--- src/rtl/s_p_frame_ctrl_if.sv ---
// Control/status bundle between the serial front end, the converter and downstream logic.
// The master side drives framing and handshake inputs; the slave side is the frame sequencer.
interface s_p_frame_ctrl_if #(
  parameter int C_BITS_OUT = 255
);
  localparam int CW = $clog2(C_BITS_OUT);

  logic          start;
  logic          ser_valid;
  logic          abort;
  logic          out_ready;
  logic          clr_ovr;
  logic          shift_en;
  logic          capture;
  logic [CW-1:0] bit_cnt;
  logic          busy;
  logic          out_valid;
  logic          overrun;

  modport master (
    output start, ser_valid, abort, out_ready, clr_ovr,
    input  shift_en, capture, bit_cnt, busy, out_valid, overrun
  );

  modport slave (
    input  start, ser_valid, abort, out_ready, clr_ovr,
    output shift_en, capture, bit_cnt, busy, out_valid, overrun
  );
endinterface

--- src/rtl/s_p_frame_ctrl.sv ---
// Frame sequencer for the serial-to-parallel converter: shift gating, bit counting, capture strobe,
// output valid/ready handshake and sticky overrun. Define SPC_FRAME_CTRL_AUTO_RESTART_EN to stream frames back to back.
module s_p_frame_ctrl #(
  parameter int C_BITS_OUT = 255,
  localparam int CW        = $clog2(C_BITS_OUT)
) (
  input  logic              i_ck,
  input  logic              i_rst,
  s_p_frame_ctrl_if.slave   bus
);

  typedef enum logic [1:0] {
    ST_IDLE  = 2'd0,
    ST_SHIFT = 2'd1,
    ST_CAP   = 2'd2
  } state_t;

  localparam logic [CW-1:0] C_LAST_BIT = CW'(C_BITS_OUT - 1);
  localparam logic [CW-1:0] C_CNT_ONE  = CW'(1);
  localparam logic [CW-1:0] C_CNT_ZERO = CW'(0);

  state_t        r_state;
  state_t        w_next_state;
  logic [CW-1:0] r_bit_cnt;
  logic [CW-1:0] w_bit_cnt_nxt;
  logic          r_out_valid;
  logic          w_out_valid_nxt;
  logic          r_overrun;
  logic          w_overrun_nxt;
  logic          w_shift_en;
  logic          w_capture;
  logic          w_cap_suppress;

  // Next-state, bit counter and strobe decode
  always_comb begin
    w_next_state   = r_state;
    w_bit_cnt_nxt  = r_bit_cnt;
    w_shift_en     = 1'b0;
    w_capture      = 1'b0;
    w_cap_suppress = 1'b0;
    case (r_state)
      ST_IDLE: begin
        if (bus.start) begin
          w_next_state  = ST_SHIFT;
          w_bit_cnt_nxt = C_CNT_ZERO;
        end else begin
          w_next_state  = ST_IDLE;
        end
      end
      ST_SHIFT: begin
        if (bus.abort) begin
          w_next_state  = ST_IDLE;
          w_bit_cnt_nxt = C_CNT_ZERO;
        end else if (bus.start) begin
          // resync: restart the count without shifting this cycle
          w_bit_cnt_nxt = C_CNT_ZERO;
        end else if (bus.ser_valid) begin
          w_shift_en = 1'b1;
          if (r_bit_cnt == C_LAST_BIT) begin
            w_next_state  = ST_CAP;
            w_bit_cnt_nxt = C_CNT_ZERO;
          end else begin
            w_bit_cnt_nxt = r_bit_cnt + C_CNT_ONE;
          end
        end else begin
          w_bit_cnt_nxt = r_bit_cnt;
        end
      end
      ST_CAP: begin
        // an unread word that is not being accepted now must not be overwritten
        if (r_out_valid && !bus.out_ready) begin
          w_cap_suppress = 1'b1;
        end else begin
          w_capture = 1'b1;
        end
        w_bit_cnt_nxt = C_CNT_ZERO;
`ifdef SPC_FRAME_CTRL_AUTO_RESTART_EN
        w_next_state  = ST_SHIFT;
`else
        w_next_state  = ST_IDLE;
`endif
      end
      default: begin
        w_next_state  = ST_IDLE;
        w_bit_cnt_nxt = C_CNT_ZERO;
      end
    endcase
  end

  // Output handshake and sticky overrun update
  always_comb begin
    w_out_valid_nxt = r_out_valid;
    w_overrun_nxt   = r_overrun;
    if (w_capture) begin
      w_out_valid_nxt = 1'b1;
    end else if (r_out_valid && bus.out_ready) begin
      w_out_valid_nxt = 1'b0;
    end else begin
      w_out_valid_nxt = r_out_valid;
    end
    if (w_cap_suppress) begin
      w_overrun_nxt = 1'b1;
    end else if (bus.clr_ovr) begin
      w_overrun_nxt = 1'b0;
    end else begin
      w_overrun_nxt = r_overrun;
    end
  end

  // State and status registers
  always_ff @(posedge i_ck or posedge i_rst) begin
    if (i_rst) begin
      r_state     <= ST_IDLE;
      r_bit_cnt   <= C_CNT_ZERO;
      r_out_valid <= 1'b0;
      r_overrun   <= 1'b0;
    end else begin
      r_state     <= w_next_state;
      r_bit_cnt   <= w_bit_cnt_nxt;
      r_out_valid <= w_out_valid_nxt;
      r_overrun   <= w_overrun_nxt;
    end
  end

  assign bus.shift_en  = w_shift_en;
  assign bus.capture   = w_capture;
  assign bus.bit_cnt   = r_bit_cnt;
  assign bus.busy      = (r_state == ST_SHIFT) || (r_state == ST_CAP);
  assign bus.out_valid = r_out_valid;
  assign bus.overrun   = r_overrun;

endmodule

--- src/flat_wrapper.sv ---
// flat-port wrapper written by rule: the top's interface ports become plain ports
module s_p_frame_ctrl_flat 
#(
  parameter int C_BITS_OUT = 255,
  localparam int CW        = $clog2(C_BITS_OUT)
)
  (i_ck, i_rst, bus_start, bus_ser_valid, bus_abort, bus_out_ready, bus_clr_ovr, bus_shift_en, bus_capture, bus_bit_cnt, bus_busy, bus_out_valid, bus_overrun);
  s_p_frame_ctrl_if #(.C_BITS_OUT(C_BITS_OUT)) bus_i ();
  input  logic i_ck;
  input  logic i_rst;
  input wire logic [$bits(bus_i.start)-1:0] bus_start;
  input wire logic [$bits(bus_i.ser_valid)-1:0] bus_ser_valid;
  input wire logic [$bits(bus_i.abort)-1:0] bus_abort;
  input wire logic [$bits(bus_i.out_ready)-1:0] bus_out_ready;
  input wire logic [$bits(bus_i.clr_ovr)-1:0] bus_clr_ovr;
  output wire logic [$bits(bus_i.shift_en)-1:0] bus_shift_en;
  output wire logic [$bits(bus_i.capture)-1:0] bus_capture;
  output wire logic [$bits(bus_i.bit_cnt)-1:0] bus_bit_cnt;
  output wire logic [$bits(bus_i.busy)-1:0] bus_busy;
  output wire logic [$bits(bus_i.out_valid)-1:0] bus_out_valid;
  output wire logic [$bits(bus_i.overrun)-1:0] bus_overrun;
  assign bus_i.start = bus_start;
  assign bus_i.ser_valid = bus_ser_valid;
  assign bus_i.abort = bus_abort;
  assign bus_i.out_ready = bus_out_ready;
  assign bus_i.clr_ovr = bus_clr_ovr;
  assign bus_shift_en = bus_i.shift_en;
  assign bus_capture = bus_i.capture;
  assign bus_bit_cnt = bus_i.bit_cnt;
  assign bus_busy = bus_i.busy;
  assign bus_out_valid = bus_i.out_valid;
  assign bus_overrun = bus_i.overrun;
  s_p_frame_ctrl #(.C_BITS_OUT(C_BITS_OUT)) u_core (.i_ck(i_ck), .i_rst(i_rst), .bus(bus_i));
endmodule
--- config.mk ---
export PLATFORM = sky130hd
export DESIGN_NAME = s_p_frame_ctrl_flat
export DESIGN_NICKNAME = d
export VERILOG_FILES = /design/src/rtl/s_p_frame_ctrl_if.sv /design/src/rtl/s_p_frame_ctrl.sv /design/src/flat_wrapper.sv
export SDC_FILE = /design/constraint.sdc
export NUM_CORES = 1
export LEC_CHECK = 0
export ABC_CLOCK_PERIOD_IN_PS = 4400
export BUFFER_PORTS_ARGS = -buffer_cell sky130_fd_sc_hd__buf_2
export CAP_MARGIN = 15
export CORE_MARGIN = 2
export CORE_UTILIZATION = 28
export DETAILED_ROUTE_END_ITERATION = 8
export HOLD_SLACK_MARGIN = 0.1
export PLACE_DENSITY = 0.56
export SETUP_SLACK_MARGIN = 0.05
export SYNTH_ARGS = -nofsm -noshare
export SYNTH_HDL_FRONTEND = slang
export SYNTH_SLANG_ARGS = --single-unit
--- constraint.sdc ---
create_clock -name i_ck -period 4.4 [get_ports i_ck]
set_clock_uncertainty 0.15 [all_clocks]
set_input_delay 0.44 -clock i_ck [delete_from_list [all_inputs] [get_ports i_ck]]
set_output_delay 0.44 -clock i_ck [all_outputs]
set_load 0.01 [all_outputs]
==> metrics.cfg <==
[cts]
clockRootBuffer = clkbuf_4
htreeDepth = 1
post-cts-setup-buffers = 0
path_clk_slew_ps = 70
cts_tree = done
clock_path_buffers = 2
cts.sinks = 12
insertion_delay_ps = 260
cts_buffers = 3

[status]
outcome = finished clean

[setup_path]
cpPeakStageDelay_ps = 380
cp.required_ps = 3810
crit_type = reg -> out
r2r_cells = 6
cp_slowest_cell = dfrtp_1
end_kind = output pin
critical_path.cell_chain = inv_1 -> ha_1 -> nand2b_1 -> nor2_1 -> buf_2
rr_startpoint = u_core.r_state[1]
crit_fanout = 4
start_kind = flip-flop
startpoint = u_core.r_state[1]
arrival_ps = 1290

[floorplanning]
die_w_um = 54.9
die_h_um = 54.9
dieArea_um2 = 3020
row_count = 18
num_io_pins = 20
start_util_pct = 29.3
fp.coreArea_um2 = 2480

[routing]
ant_nets = 0
first_pass_iters = 4
vias = 597
drc = 0
via_per_inst = 4.66
routedWlPerCell_um = 11.2
dr.first_iter.drc_count = 19
routed_wl_mm = 1.43

[power]
power_density_nw_per_um2 = 248
p_seq_share_pct = 52.4
peakVddDrop_mv = 0.113
comb_power_share_pct = 17.9
clkPwrFrac_pct = 29.7
p_leak_uw = 0.000431
switching_share_pct = 27.5
p_sw_uw = 60.4
p_int_uw = 160

[logic_synthesis]
synthArstFlopShare_pct = 100
synth_seq_area_share_pct = 41.4
synth-main-ff-cell = dfrtp_1
synthXorXnorAreaFrac_pct = 4.83
synth-seq-cells = 12
ys_warn_count = 0
synth_edf_count = 0
synth_area_leader_cell = dfrtp_1
synthTopCellsByArea = dfrtp_1 41%, ha_1 8.6%, xor2_1 4.8%
synth_top_cell_area_share_pct = 41.4
syn-num-nets = 88
synthCells = 76
synthMuxAreaShare_pct = 0
synth_top_family_by_area = simple AND/OR/NAND/NOR gates
synth_compound_area_share_pct = 10.7
syn-cell-area_um2 = 726
synth_common_cells = 12 x dfrtp_1, 7 x inv_1, 7 x nand2_1, 6 x nor2_1, 5 x ha_1
yosysUniqueCellTypes = 29
yosysMostFrequentCell = dfrtp_1
synthAdderAreaFrac_pct = 8.62
avgSynthCellArea_um2 = 9.55
synth-simple-area-share_pct = 30.2

[cells_and_area]
drive_gt1_share_pct = 30.6
diodes = 0
syn2layout_area_growth_pct = 22.1
fin_nets = 112
final_area_um2 = 886

[timing]
fin_tns_setup_ps = 0
holdWs_ps = 216
maxSlewViolCount = 0
rsz0062_at_grt = false
setup_viol = 0
finalHoldViolations = 0
max_freq_ghz = 0.533
fin_crit_sh_pct = 42.7
worst_slew_pin_slew_ps = 471
relSlewSlack_pct = 68.5
fin_crit_ps = 1880

[place]
routabilityCongestion = 0.806
placedInstanceArea_um2 = 853
port_buffers = 19
dp_hpwl_mm = 1.12

[worst_hold_path]
hold_depth = 2
hp-start = bus_clr_ovr
min_path_type = in -> reg

[flow_run]
max_cap_violations = 0

[grt]
grt_overflow = 0
grt_max_degree = 13
grt_pass1_wl_mm = 2.35
grt_pass1_vias = 522
antenna_found_initial = 0
track_usage_pct = 11.3

stage by stage:
step	cells	worst slack, ps	utilization, %	power (uW)
finish	128	2520	35.8	220
global route	128	2400	35.8	233
CTS	128	2510	35.8	223
detailed placement	124	2540	34.4	156
global placement	124	2560	34.4	156
floorplan	76	2670	-	144
cell usage in the layout (no fill, tap or decap), types with 2 or more instances in the layout:
| cell type | Yosys | final |
|---|---|---|
| nor2_1 | 6 | 6 |
| xor2_1 | 4 | 4 |
| and4_4 | 2 | 2 |
| buf_2 | 1 | 19 |
| clkbuf_4 | 0 | 3 |
| nand2_1 | 7 | 7 |
| ha_1 | 5 | 5 |
| o21ai_2 | 2 | 2 |
| dfrtp_1 | 12 | 12 |
| nand3_1 | 2 | 2 |
| inv_1 | 7 | 7 |
| nand4_1 | 3 | 3 |
| a21oi_1 | 3 | 3 |
| and2_1 | 3 | 3 |
| nand2b_1 | 4 | 4 |
registers in the layout, summed over array words and instances (netlist names):
| signal | count |
|---|---|
| u_core.bus.overrun | 1 |
| u_core.bus.bit_cnt | 8 |
| u_core.r_state | 2 |
| u_core.bus.out_valid | 1 |
kinds of logic after synthesis:
kind of cell	after synthesis
buffers and inverters	8
and+or+nand+nor	36
AOI/OAI and AO/OA	11
xor gates and xnor gates	4
adders and majority gates	5
DFF	12
per-layer routing:
layer,wire [um],global-route usage [%],up-vias
li1,-,-,309
met1,732,15.3,268
met2,574,15.5,18
met3,101,3.23,2
met4,20,7.32,0
met5,0,0,-
path summary, 6_finish.rpt:
kind                                          to  slack (ps)
max                                 bus_shift_en        2520
min                           u_core.bus.overrun         220
max reg2reg                u_core.bus.bit_cnt[3]        2540
min reg2reg                 u_core.bus.out_valid         380
max in group asynchronous  u_core.bus.bit_cnt[3]        3210
min in group asynchronous   u_core.bus.out_valid         570
critical path, delay by kind of cell, from the launching register on:
family	cells	cell delay, ps
AND/OR/NAND/NOR	2	220
buffers and inverters	2	220
flip-flops	1	380
adder cells (fa/ha/maj)	1	200
power by group through the flow:
stage               sequential [uW]  clock [uW]  combinational (uW)
floorplan                       117           0                27.6
CTS                             115        68.3                40.1
detailed placement              117           0                39.0
global placement                117           0                38.9
finish                          115        65.3                39.4
global route                    116        72.2                45.1
final cells by class:
cell class / count / area [um^2]
tap: 30 / 37.5
multi-input combinational: 56 / 394
sequential: 12 / 300
inverter: 7 / 26.3
timing repair buffer: 20 / 105
clock buffer: 3 / 22.5
fill: 269 / 1590
timing repair:
item | in CTS | in global routing
hold buffers | 1 | 0
gates resized for setup | 0 | 0
hold endpoints to repair | 12 | 0
(Power assumes the default switching activity.)
